$ cat src/rtl/pipeline_pkg.sv
// Shared constants and types for the pipeline hazard controller.
//   FWD_REG/FWD_EX/FWD_MEM : operand-source encodings for fwd_a_sel/fwd_b_sel
//   hz_state_t             : controller state, also exported as busy_state
package pipeline_pkg;

    localparam int unsigned FWD_W = 2;
    localparam int unsigned CNT_W = 3;

    localparam logic [FWD_W-1:0] FWD_REG = 2'd0;
    localparam logic [FWD_W-1:0] FWD_EX  = 2'd1;
    localparam logic [FWD_W-1:0] FWD_MEM = 2'd2;

    typedef enum logic [1:0] {
        RUN   = 2'd0,
        STALL = 2'd1,
        FLUSH = 2'd2
    } hz_state_t;

endpackage

$ cat src/rtl/hazard_match.sv
// Compares both decode-stage sources against one in-flight writer.
// Register 0 is hardwired, so a zero destination never matches.
//   rs1_i/rs2_i, use_rs1_i/use_rs2_i : decode sources and their read enables
//   dst_i, wren_i                    : writer destination and write enable
//   match_rs1_o/match_rs2_o          : combinational match per source
module hazard_match #(
    parameter int unsigned REG_W = 5
) (
    input  logic [REG_W-1:0] rs1_i,
    input  logic [REG_W-1:0] rs2_i,
    input  logic             use_rs1_i,
    input  logic             use_rs2_i,
    input  logic [REG_W-1:0] dst_i,
    input  logic             wren_i,
    output logic             match_rs1_o,
    output logic             match_rs2_o
);

    logic dst_valid;

    assign dst_valid   = wren_i && (dst_i != '0);
    assign match_rs1_o = dst_valid && use_rs1_i && (rs1_i == dst_i);
    assign match_rs2_o = dst_valid && use_rs2_i && (rs2_i == dst_i);

endmodule

$ cat src/rtl/pipeline_hazard_ctrl.sv
// Hazard/flow controller: stalls decode on RAW/load-use hazards, selects
// operand forwarding, flushes younger instructions after a taken jump and
// keeps saturating stall/flush cycle statistics.
// Build option: FORWARDING_EN enables EX/MEM forwarding (only loads in EX
// stall); without it every RAW on an in-flight writer stalls.
//   CLOCK_50, reset_n (sync, active low)
//   id_rs1/id_rs2/id_use_rs1/id_use_rs2 : decode sources
//   ex_write_reg/ex_reg_wren/ex_mem_to_reg, mem_write_reg/mem_reg_wren : writers
//   should_jump : taken jump resolved in mem_wb
//   stall_fd/bubble_ex/flush_fd/fwd_a_sel/fwd_b_sel : same-cycle controls
//   busy_state : registered controller state; stall_count/flush_count : stats
module pipeline_hazard_ctrl
    import pipeline_pkg::*;
#(
    parameter int unsigned REG_W        = 5,
    parameter int unsigned FLUSH_CYCLES = 2,
    parameter int unsigned STAT_W       = 16
) (
    input  logic              CLOCK_50,
    input  logic              reset_n,
    input  logic [REG_W-1:0]  id_rs1,
    input  logic [REG_W-1:0]  id_rs2,
    input  logic              id_use_rs1,
    input  logic              id_use_rs2,
    input  logic [REG_W-1:0]  ex_write_reg,
    input  logic              ex_reg_wren,
    input  logic              ex_mem_to_reg,
    input  logic [REG_W-1:0]  mem_write_reg,
    input  logic              mem_reg_wren,
    input  logic              should_jump,
    output logic              stall_fd,
    output logic              bubble_ex,
    output logic              flush_fd,
    output logic [FWD_W-1:0]  fwd_a_sel,
    output logic [FWD_W-1:0]  fwd_b_sel,
    output logic [1:0]        busy_state,
    output logic [STAT_W-1:0] stall_count,
    output logic [STAT_W-1:0] flush_count
);

    localparam logic [CNT_W-1:0] FLUSH_RELOAD = CNT_W'(FLUSH_CYCLES - 1);
    localparam hz_state_t        JUMP_NEXT    = (FLUSH_CYCLES > 1) ? FLUSH : RUN;

    hz_state_t         state_q, state_d;
    logic [CNT_W-1:0]  cnt_q, cnt_d;
    logic [STAT_W-1:0] stall_count_q, flush_count_q;

    logic ex_m1, ex_m2, mem_m1, mem_m2;
    logic hazard;
    logic [FWD_W-1:0] fwd_a, fwd_b;

    hazard_match #(.REG_W(REG_W)) u_match_ex (
        .rs1_i       (id_rs1),
        .rs2_i       (id_rs2),
        .use_rs1_i   (id_use_rs1),
        .use_rs2_i   (id_use_rs2),
        .dst_i       (ex_write_reg),
        .wren_i      (ex_reg_wren),
        .match_rs1_o (ex_m1),
        .match_rs2_o (ex_m2)
    );

    hazard_match #(.REG_W(REG_W)) u_match_mem (
        .rs1_i       (id_rs1),
        .rs2_i       (id_rs2),
        .use_rs1_i   (id_use_rs1),
        .use_rs2_i   (id_use_rs2),
        .dst_i       (mem_write_reg),
        .wren_i      (mem_reg_wren),
        .match_rs1_o (mem_m1),
        .match_rs2_o (mem_m2)
    );

`ifdef FORWARDING_EN
    // A load in EX has no result yet: stall one cycle, then forward from MEM.
    assign hazard = ex_mem_to_reg && (ex_m1 || ex_m2);
    assign fwd_a  = (ex_m1 && !ex_mem_to_reg) ? FWD_EX : (mem_m1 ? FWD_MEM : FWD_REG);
    assign fwd_b  = (ex_m2 && !ex_mem_to_reg) ? FWD_EX : (mem_m2 ? FWD_MEM : FWD_REG);
`else
    // No bypass network: wait until both writers have retired.
    logic unused_load;
    assign unused_load = ex_mem_to_reg;
    assign hazard      = ex_m1 || ex_m2 || mem_m1 || mem_m2;
    assign fwd_a       = FWD_REG;
    assign fwd_b       = FWD_REG;
`endif

    // Next state and Mealy controls; jump beats flush beats stall beats forwarding.
    always_comb begin
        state_d   = state_q;
        cnt_d     = cnt_q;
        stall_fd  = 1'b0;
        bubble_ex = 1'b0;
        flush_fd  = 1'b0;
        fwd_a_sel = FWD_REG;
        fwd_b_sel = FWD_REG;

        if (should_jump) begin
            flush_fd  = 1'b1;
            bubble_ex = 1'b1;
            cnt_d     = FLUSH_RELOAD;
            state_d   = JUMP_NEXT;
        end else begin
            case (state_q)
                FLUSH: begin
                    flush_fd  = 1'b1;
                    bubble_ex = 1'b1;
                    cnt_d     = cnt_q - CNT_W'(1);
                    if (cnt_q <= CNT_W'(1)) begin
                        state_d = RUN;
                    end
                end
                default: begin
                    if (hazard) begin
                        stall_fd  = 1'b1;
                        bubble_ex = 1'b1;
                        state_d   = STALL;
                    end else begin
                        fwd_a_sel = fwd_a;
                        fwd_b_sel = fwd_b;
                        state_d   = RUN;
                    end
                end
            endcase
        end

        // Hold the pipeline inert while in reset.
        if (!reset_n) begin
            stall_fd  = 1'b0;
            bubble_ex = 1'b1;
            flush_fd  = 1'b1;
            fwd_a_sel = FWD_REG;
            fwd_b_sel = FWD_REG;
        end
    end

    // State, flush counter and saturating statistics.
    always_ff @(posedge CLOCK_50) begin
        if (!reset_n) begin
            state_q       <= RUN;
            cnt_q         <= '0;
            stall_count_q <= '0;
            flush_count_q <= '0;
        end else begin
            state_q <= state_d;
            cnt_q   <= cnt_d;
            if (stall_fd && (stall_count_q != '1)) begin
                stall_count_q <= stall_count_q + STAT_W'(1);
            end
            if (flush_fd && (flush_count_q != '1)) begin
                flush_count_q <= flush_count_q + STAT_W'(1);
            end
        end
    end

    assign busy_state  = state_q;
    assign stall_count = stall_count_q;
    assign flush_count = flush_count_q;

endmodule

$ cat config.mk
export PLATFORM = sky130hd
export DESIGN_NAME = pipeline_hazard_ctrl
export DESIGN_NICKNAME = d
export VERILOG_FILES = /design/src/rtl/pipeline_pkg.sv /design/src/rtl/hazard_match.sv /design/src/rtl/pipeline_hazard_ctrl.sv
export SDC_FILE = /design/constraint.sdc
export NUM_CORES = 1
export LEC_CHECK = 0
export ABC_AREA = 1
export CAP_MARGIN = 20
export CORE_AREA = 2 2 76 78
export CTS_CLUSTER_DIAMETER = 80
export DETAILED_ROUTE_END_ITERATION = 12
export DIE_AREA = 0 0 78 80
export PLACE_DENSITY = 0.9
export SYNTH_ARGS = -nofsm -noshare
export SYNTH_HDL_FRONTEND = slang
export SYNTH_HIERARCHICAL = 1
export SYNTH_SLANG_ARGS = --single-unit
$ cat constraint.sdc
create_clock -name CLOCK_50 -period 1.95 [get_ports CLOCK_50]
set_input_delay 0.39 -clock CLOCK_50 [delete_from_list [all_inputs] [get_ports CLOCK_50]]
set_output_delay 0.39 -clock CLOCK_50 [all_outputs]
set_load 0.05 [all_outputs]
; Word level (Yosys, flattened, before mapping)
; Cells that the tools add are included.
[op_classes]
add_sub_neg = 3
magnitude_cmp = 1
eq_ne = 9
muxes = 16
bitwise = 1
n_reduce_logical = 19
[op_table]
columns = operator, n
row1 = adder 16 x 1 -> 16 bit (second input constant), 2
row2 = != test 16 bit (second input constant), 2
row3 = == test 5 bit, 4
row4 = 2-to-1 mux 1 bit, 13
row5 = logical AND 1 bit, 12
row6 = nonzero test 5 bit, 2
row7 = 2-to-1 mux 2 bit, 3
row8 = <= comparator 3 x 1 -> 1 bit (second input constant), 1
row9 = logical OR 1 bit, 3
row10 = != test 3 bit (second input constant), 1
row11 = subtractor 3 x 1 -> 3 bit (second input constant), 1
row12 = == test 2 bit (second input constant), 1
row13 = != test 2 bit (second input constant), 1
row14 = nonzero test 2 bit, 1
row15 = OR reduction 2 bit, 1
row16 = inverter 1 bit, 1
[totals]
regBits = 37
input_bits = 28
out_inout_bits = 41
elab_cells = 55

; Depth between registers and ports, before layout
[depth]
word_depth = 12
mapped_depth = 14
mapped_depth_nobuf = 14

; Hierarchy
; Netlist, hierarchy kept.
[by_module_without_submodules]
columns = module, instances, cells_per_inst, area_each_um2, seq_area_each_um2
row1 = pipeline_hazard_ctrl, 1, 335, 2169.6, 740.7
row2 = hazard_match, 2, 57, 219.0, 0.0

; Least setup slack after synthesis
; OpenSTA, ideal clock, no wires.
[synth_path]
path_type = register -> register
from = register state_q[0], in the netlist busy_state[0]
to = register stall_count_q[11], in the netlist stall_count[11]
setup_ps = 132
t_arrival_ps = 1886
required_time_ps = 1818
path_slack_ps = -68
stages_incl_launch_ff = 9
n_path_buf = 1
period_less_slack_ps = 2018
path_cell_list = dfxtp_1 > inv_1 > nand2_1 > nand2_2 > nor2_4 > o21ai_2 > buf_4 > nand2_1 > a21oi_1
[synth_via]
elab_chain_cells = 5
[synth_lines]
columns = item, line
row1 = from (decl), pipeline_hazard_ctrl.sv:44  ; hz_state_t state_q, state_d;
row2 = from (signal assigned), pipeline_hazard_ctrl.sv:145  ; state_q <= state_d;
row3 = == test 2 bit, pipeline_hazard_ctrl.sv:104  ; case (state_q)
row4 = 2-to-1 mux 1 bit, pipeline_hazard_ctrl.sv:104
row5 = 2-to-1 mux 1 bit, pipeline_hazard_ctrl.sv:98  ; if (should_jump) begin
row6 = 2-to-1 mux 1 bit, pipeline_hazard_ctrl.sv:128  ; if (!reset_n) begin
row7 = net stall_fd, pipeline_hazard_ctrl.sv:31  ; output logic stall_fd,
row8 = logical AND 1 bit, pipeline_hazard_ctrl.sv:147  ; if (stall_fd && (stall_count_q != '1)) begin
row9 = to (signal assigned), pipeline_hazard_ctrl.sv:148  ; stall_count_q <= stall_count_q + STAT_W'(1);
row10 = to (decl), pipeline_hazard_ctrl.sv:46  ; logic [STAT_W-1:0] stall_count_q, flush_count_q;
; The timed path passes the listed nets, and every way through them passes these cells.
; A chain may end at the register's enable or synchronous reset.

; Final worst setup path
[layout_path]
from = register stall_count_q[8], in the netlist stall_count[8]
to = output stall_count[8]
[layout_rtl]
columns = item, line
row1 = to (decl), pipeline_hazard_ctrl.sv:37  ; output logic [STAT_W-1:0] stall_count,
; No word-level cell between the ends.

==> impl_metrics.toml <==
[drt]
drc = 0
drtIter0Drc = 140
routed_wl_um = 7310
wl_per_cell_um = 12.1
vias_per_cell = 5.01
ant_nets = 0
vias = 3038
dr.pass1.iters = 8

[synth]
synth_cell_types = 24
synthSimpleGateAreaFrac_pct = 45.2
synth_area_leader_cell = "dfxtp_1"
synth-seq-cells = 37
synthAdderAreaFrac_pct = 1.92
synth_flop_cell = "dfxtp_1"
synth-async-reset-ratio_pct = 0
syn_area_sq_um = 2610
synth_edf_count = 0
synth-xor-area-share_pct = 4.03
ys.warnings.count = 6
synth_top_family_by_area = "simple AND/OR/NAND/NOR gates"
netlist_instances = 449
seq_area_frac_synth_pct = 28.4
synth_compound_area_share_pct = 8.93
synth.avg_cell_area_sq_um = 5.81
synth_mux_area_share_pct = 0
synthTopCellsByArea = "dfxtp_1 (28%), nand2_1 (24%), nor2_1 (9.6%)"
yosys.area.top_type_share_pct = 28.4

[timing]
hold_viol = 0
relSlewSlack_pct = 65.1
maxSlewViolCount = 0
worst_hold_slack_ns = 0.505
period_minus_slack_ns = 1.91
fin_crit_sh_pct = 98.2
rsz0062_at_grt = "yes"
max_freq_mhz = 522
setup_viol = 0
finalClockSkew_ns = 0.00486
max_slew.worst_pin.slew_ns = 0.523

[grt]
grt_max_degree = 22
grt_overflow = 0
grt_pass1_wl_um = 11500
first_global_vias = 2697
grtUsageTotal_pct = 22.6
antenna_found_initial = 0

[clock_network]
cts_sinks = 37
ctsHoldBuffers = 0
cts_htree_levels = 2
numCtsBuffers = 5
root_buffer = "clkbuf_8"
insertion_delay_ns = 0.29
tritoncts = "done"
path_clk_slew_ns = 0.07
clockBufferDepth = 2

[finish]
syn_to_final_growth_pct = 33.3
drive_above_1_share_pct = 21.7
diodes = 0
fillers = 495
nNetsFinal = 565
final_cells = 606

[setup_path]
r2r_end = "stall_count[15]"
crit_required_ns = 1.56
reg2reg_depth = 9
worstPathCellList = "clkdlybuf4s50_1"
cp_top_family = "buffers and inverters"
crit_fanout = 4
worst-path-buf-inv = 1
path_depth = 1
crit_end = "stall_count[8]"
r2r_slack_ns = 0.20
crit_start = "stall_count[8]"
crit_slowest_cell = "clkdlybuf4s50_1"
cp.arrival_ns = 1.52
crit_type = "reg -> out"
endpoint_kind = "output pin"
cp-start-kind = "register"
max_stage_delay_ns = 0.83
r2r-start = "stall_count[0]"

[placement]
hpwl_um = 5140
portBuffers = 63
place_inst = 590
gp_congestion = 0.906

[die]
core_area_sq_um = 5410
start_util_pct = 48.2
die_w_um = 78
fp-row-count = 27
die_h_um = 80
die_area_sq_um = 6240
io_pins = 69

[status]
status = "complete, no violations"

[hold_path]
hold_path.class = "reg -> reg"

[pwr]
power_mw = 1.64
peakVddDrop_mv = 0.223
leakage_nw = 1.67
power.density_nw_per_um2 = 473

[flow_run]
max_cap_viol_count = 0
## per-stage QoR
stage / cell area (sq um) / utilization [%] / setup TNS [ns] / setup WS [ns]
after global routing: 3480 / 64.3 / -0.101 / -0.0478
after global placement: 3330 / 61.6 / -6.24 / -0.419
final: 3480 / 64.3 / 0 / 0.0355
after detailed placement: 3330 / 61.6 / -6.78 / -0.436
after floorplan: 2620 / - / 0 / 0.0331
after CTS: 3460 / 64.0 / 0 / 0.000736
## registers in the layout, indices dropped and copies added, names as in the netlist
signal       cells
flush_count     16
stall_count     16
cnt_q            3
busy_state       2
## per-layer routing
metal | part of all wire [%] | global-route usage [%] | vias up
met1 | 42 | 26.9 | 1372
met3 | 4.9 | 3.73 | 16
met4 | 1.9 | 8.42 | 0
met5 | 0 | 0 | -
met2 | 51 | 40.8 | 107
li1 | - | - | 1543
## worst min path at each step
stage,cells after the start,to,start
after floorplan,2,cnt_q[2],cnt_q[2]
after global placement,2,cnt_q[2],cnt_q[2]
after detailed placement,2,cnt_q[2],cnt_q[2]
after CTS,2,cnt_q[2],cnt_q[2]
after global routing,2,cnt_q[2],cnt_q[2]
final,2,cnt_q[2],cnt_q[2]
## cell usage in the layout (no fill, tap or decap), types with 5 or more instances in the layout
cell and instances:
nand3_1 27, buf_4 45, nand4_1 9, nand2_2 5, nor2_4 6, dfxtp_1 36
inv_1 48, nand2_1 163, clkbuf_8 5, o21ai_0 6, buf_2 16, a21oi_1 29
nor2_2 7, nor2_1 62, xnor2_1 5, inv_2 12, xor2_1 7
## cells by family after synthesis
family	count (synthesis)
simple gates	283
buf+inv	70
other cells	1
xor+xnor	12
compound gates	42
flops	37
fa+ha+maj	4
## cell usage after synthesis (all sizes together), types with 2 or more instances
cell type	instances
nand3	29
xor2	7
o21ai	11
a21oi	29
nor2	75
clkbuf	3
ha	4
xnor2	5
nand3b	2
inv	60
nand4	9
nand2	168
buf	7
dfxtp	37
## layout make-up
cell class	count	area, sq um	share of cell area [%]
Timing Repair Buffer	84	698	20.1
Clock buffer	6	72.6	2.09
Clock inverter	2	10.0	0.288
Inverter	60	225	6.48
Sequential cell	37	742	21.3
Tap cell	72	90.1	2.59
Multi-Input combinational cell	345	1640	47.1
## what timing repair did
action	in CTS	in global routing
pin swaps	15	22
hold endpoints to repair	0	0
cloned	0	0
gates resized for setup	80	33
endpoints found under the setup margin	19	18
setup buffers	7	2
## report_power, final
group	internal (mW)	switching [mW]	leakage [nW]	total [mW]
logic	0.125	0.215	1.32	0.340
registers	0.767	0.0117	0.300	0.779
clock network	0.248	0.276	0.0450	0.524
Note: power is estimated with default switching activity, not from simulation.
==> RTL edit 1: new RTL, same settings <==
Add a define of `FORWARDING_EN`.
--- a/src/rtl/pipeline_hazard_ctrl.sv
+++ b/src/rtl/pipeline_hazard_ctrl.sv
@@ -9,6 +9,8 @@
 //   should_jump : taken jump resolved in mem_wb
 //   stall_fd/bubble_ex/flush_fd/fwd_a_sel/fwd_b_sel : same-cycle controls
 //   busy_state : registered controller state; stall_count/flush_count : stats
+`define FORWARDING_EN
+
 module pipeline_hazard_ctrl
     import pipeline_pkg::*;
 #(
Formal check against the unedited RTL: not equivalent (Yosys sat finds a counterexample within 4 cycles, from zero or initial values and one cycle with reset_n low).
==> RTL edit 1 against the unedited design <==
- total power up 0.26%
- highest routed layer unchanged
- sequential power about the same
- wire length up 0.79%
- setup slack worse by 0.020 ns
- design area up 8.3%
- sequential cell count unchanged
- area after synthesis up 1.2%
- non-clock buffer count up 8
- synthesized cell count up 1.1%
- worst hold slack worse by 0.027 ns
- first-iteration DRC count up 16%
==> RTL edit 1: results (changes against the unedited design) <==
Unique masters post-synth 33 (+38%); first-pass GRT wire length 12200 um (+6.7%); delay-heaviest family, CP compound AO/OA/AOI/OAI gates; non-filler cells, final 619 (+2.1%); Synth Flop Type dfxtp_1; Routed WL 7370 um (+0.79%); status finished clean; post-synthesis mux area share 0% (unchanged); clock buffer depth 2 (unchanged); ratio of cells with drive above 1 in the final layout 25.0% (+3.3 points); top post-synthesis cells by area dfxtp_1 (28%), nand2_1 (20%), nor2_1 (14%); worst relative slew slack 65.6% (+0.52 points); GRT Total Usage 24.1% (+1.5 points); placed instance count 609 (+3.2%); clock skew 0.00249 ns (-0.00237 ns); Synth Area in Adders 1.90% (-0.022 points); Seq/Total Area, Yosys 28.1% (-0.32 points); initial antenna violation count 0 (unchanged); hold crit path type flop to flop; number of global-route vias before repair 2842 (+5.4%); CP max stage delay 0.27 ns (-0.56 ns); syn avg cell area 5.81 um2 (about the same); CP arrival 1.54 ns (+0.02 ns); htree depth 2 (unchanged); slowest CP cell o21ai_4; synth warn 6 (unchanged); Routability Congestion 0.922 (+1.8%); antenna cell count 0 (unchanged); Async SR Flop Fraction 0% (unchanged); Synth Area in XOR/XNOR 0.996% (-3.0 points); drt pass-1 iters 4 (-4); synth cell count leaders nand2_1 (141), nor2_1 (101), inv_1 (45); Worst-path clk slew 0.07 ns (about the same); Synth Area in Compound Gates 8.59% (-0.34 points); worst-path maximum fanout 3 (-1); dpl cell area 0.00360 mm2 (+8.1%); First DRT Iteration DRCs 162 (+16%); syn nets 486; Final nets 578 (+2.3%); Num CTS Buffers 5 (unchanged); Leakage 1.76 nW (+5.8%); Max IR drop VDD 0.000505 V (+130%); Clock Root Buffer clkbuf_8; DP Wirelength 5660 um (+10%); Vias/cell 5.00 (-0.26%); number of port buffers 68 (+7.9%); largest net degree at the start of global routing 23 (+4.5%); clock latency on the worst-skew pair 0.29 ns (about the same)
RTL edit 1: per-layer routing:
metal | part of all wire [%] | GRT usage [%] | up-vias
met5 | 0 | 0 | -
met4 | 1.3 | 5.79 | 0
met3 | 6.5 | 4.19 | 12
met2 | 50 | 44.7 | 101
met1 | 42 | 28.8 | 1379
li1 | - | - | 1603
RTL edit 1: through the flow:
stage	setup slack, ns	power, W	setup TNS, ns	util [%]
floorplan	0.00103	0.000970	0	-
global placement	-0.376	0.00112	-8.53	66.6
detailed placement	-0.463	0.00113	-10.02	66.6
CTS	0.00283	0.00164	0	68.3
global route	-0.0476	0.00171	-0.0889	69.7
finish	0.0152	0.00165	0	69.7
RTL edit 1: worst paths after layout:
path                   start        endpoint  cells past startpoint  slack [ns]
min                 cnt_q[2]        cnt_q[2]                      2        0.48
max reg2reg   stall_count[1]  stall_count[6]                      7        0.19
min reg2reg         cnt_q[2]        cnt_q[2]                      2        0.48
max          ex_write_reg[4]    fwd_a_sel[1]                      9        0.02
RTL edit 1: layout make-up:
class,instances,area [um2]
timing repair buffer,92,847
sequential,37,743
inverter,53,221
clock inverter,2,10.0
multi-input combinational,357,1780
clock buffer,6,72.6
tap,72,90.1
fill,475,1640
RTL edit 1: cell families after synthesis:
kind of cell | count (synthesis)
simple gates | 312
buf+inv | 60
compound gates | 38
flops | 37
fa+ha+maj | 4
xor+xnor | 3
RTL edit 1: power by group:
group,internal [W],switching [W]
Combinational,0.000144,0.000201
Clock,0.000248,0.000277
Sequential,0.000767,0.0000112
Total,0.00116,0.000489
RTL edit 1: repair_timing:
item / in CTS / in global routing
gates resized for setup: 94 / 21
setup endpoints to repair: 23 / 12
buffers inserted: 1 / 1
pin swaps: 22 / 5
hold buffers: 0 / 0
RTL edit 1: worst min-delay path: stages, from the launching register on:
cell and delay, ns:
dfxtp_1 0.31, inv_1 0.07, a21oi_1 0.06
==> RTL edit 2: new RTL, config.mk and constraints unchanged <==
Made on the original files. Register the output `flush_count` once more, with the module's reset; this adds one clock of latency there. The other outputs are not delayed to match. Comments in the files are not updated.
--- a/src/rtl/pipeline_hazard_ctrl.sv
+++ b/src/rtl/pipeline_hazard_ctrl.sv
@@ -155,7 +155,13 @@
 
     assign busy_state  = state_q;
     assign stall_count = stall_count_q;
-    assign flush_count = flush_count_q;
+    always_ff @(posedge CLOCK_50) begin
+        if (!reset_n) begin
+            flush_count <= '0;
+        end else begin
+            flush_count <= flush_count_q;
+        end
+    end
 
 endmodule
 
Behaviour: not the same (Yosys sat finds a counterexample within 4 cycles, from zero or initial values and one cycle with reset_n low).
==> RTL edit 2 against the unedited design <==
- area after synthesis rose by 19%
- setup slack worse by 0.0019 ns
- clock power increased by 25%
- maximum frequency decreased by 0.10%
- core utilization is 9.8 points higher
- total power up 28%
- design area grew 15%
- sequential cell count grew 16
- critical path depth rose by 11
- wire length is 2.6% higher
- critical endpoint is now stall_fd
==> RTL edit 2: results (changes against the unedited design) <==
Layout clock area frac 2.37% (about the same); Post-Place Worst Slack -0.395 ns (+0.0405 ns); synth cell count leaders nand2_1 (175), inv_1 (73), nor2_1 (62); cells on worst reg2reg path 7 (-2); largest net degree at the start of global routing 32 (+45%); dpl cell area 0.00391 mm2 (+17%); clock latency on the worst-skew pair 0.32 ns (+0.03 ns); Synth Area in Adders 1.61% (-0.31 points); fraction of area in registers 26.5% (+5.2 points); GRT met2 Usage 46.8% (+6.0 points); syn avg cell area 6.28 um2 (+8.2%); top post-synthesis cells by area dfxtp_1 (34%), nand2_1 (21%), inv_1 (8.8%); r2r endpoint stall_count[14]; Data buffer area share 17.7% (-2.4 points); ratio of cells with drive above 1 in the final layout 22.2% (+0.46 points); multi-input combinational cell count 354 (+2.6%); Non-CTS buffers 83 (-1.2%); Leakage 1.95 nW (+17%); Vias/cell 5.04 (+0.44%); worst-path maximum fanout 3 (-1); Final nets 608 (+7.6%); CP Launch Point mem_write_reg[4]; Synth Area in XOR/XNOR 3.37% (-0.66 points); Worst-path clk slew 0.10 ns (+0.03 ns); Hold Startpoint flush_count_q[15]; DP Wirelength 5380 um (+4.7%); inverters 79 (+32%); Sequential Power Share 52.8% (+5.4 points); Combinational Power Share 16.1% (-4.6 points); Switching Power 0.000621 W (+23%); hold worst-path end flush_count[15]; Starting Density 57.6% (+9.4 points); WHS 0.454 ns (-0.0514 ns); Routability Congestion 0.974 (+7.5%); multi-input logic portion of the cell area 43.8% (-3.3 points); Routed WL 7500 um (+2.6%); fin crit period 1.92 ns (+0.00193 ns); drt pass-1 iters 4 (-4); First DRT Iteration DRCs 167 (+19%); P_int 0.00149 W (+30%); Max IR drop VDD 0.000288 V (+29%); CP max stage delay 0.15 ns (-0.68 ns); number of global-route vias before repair 3091 (+15%); status finished clean; Synth Area in Compound Gates 8.11% (-0.81 points); non-filler cells, final 649 (+7.1%); worst relative slew slack 66.6% (+1.6 points); first-pass GRT wire length 12300 um (+7.0%); slowest CP cell buf_12; clk sink count 53 (+43%); Setup crit end stall_fd
[RTL edit 2: cell types whose count changed after synthesis, sizes merged]
cell / before / now
nand3b: 2 / 0
clkbuf: 3 / 5
inv: 60 / 79
xnor2: 5 / 4
a211oi: 0 / 1
nand4: 9 / 10
o21ai: 11 / 9
nand2: 168 / 181
xor2: 7 / 8
nand3: 29 / 30
dfxtp: 37 / 53
a21oi: 29 / 26
buf: 7 / 8
[RTL edit 2: layer usage]
metal	wire (um)	share of wire, %
met5	0	0
met4	185	2.5
met3	416	5.5
met2	3830	51
met1	3080	41
[RTL edit 2: critical path: cells and delay by family]
family / cells / cell delay (ns)
buffers and inverters: 4 / 0.43
and+or+nand+nor: 8 / 0.71
[RTL edit 2: what timing repair did]
item | CTS | global route
gates cloned | 0 | 0
endpoints found under the hold margin | 0 | 0
gates resized for setup | 69 | 45
setup buffers | 3 | 1
pin swaps | 22 | 21
endpoints found under the setup margin | 17 | 15
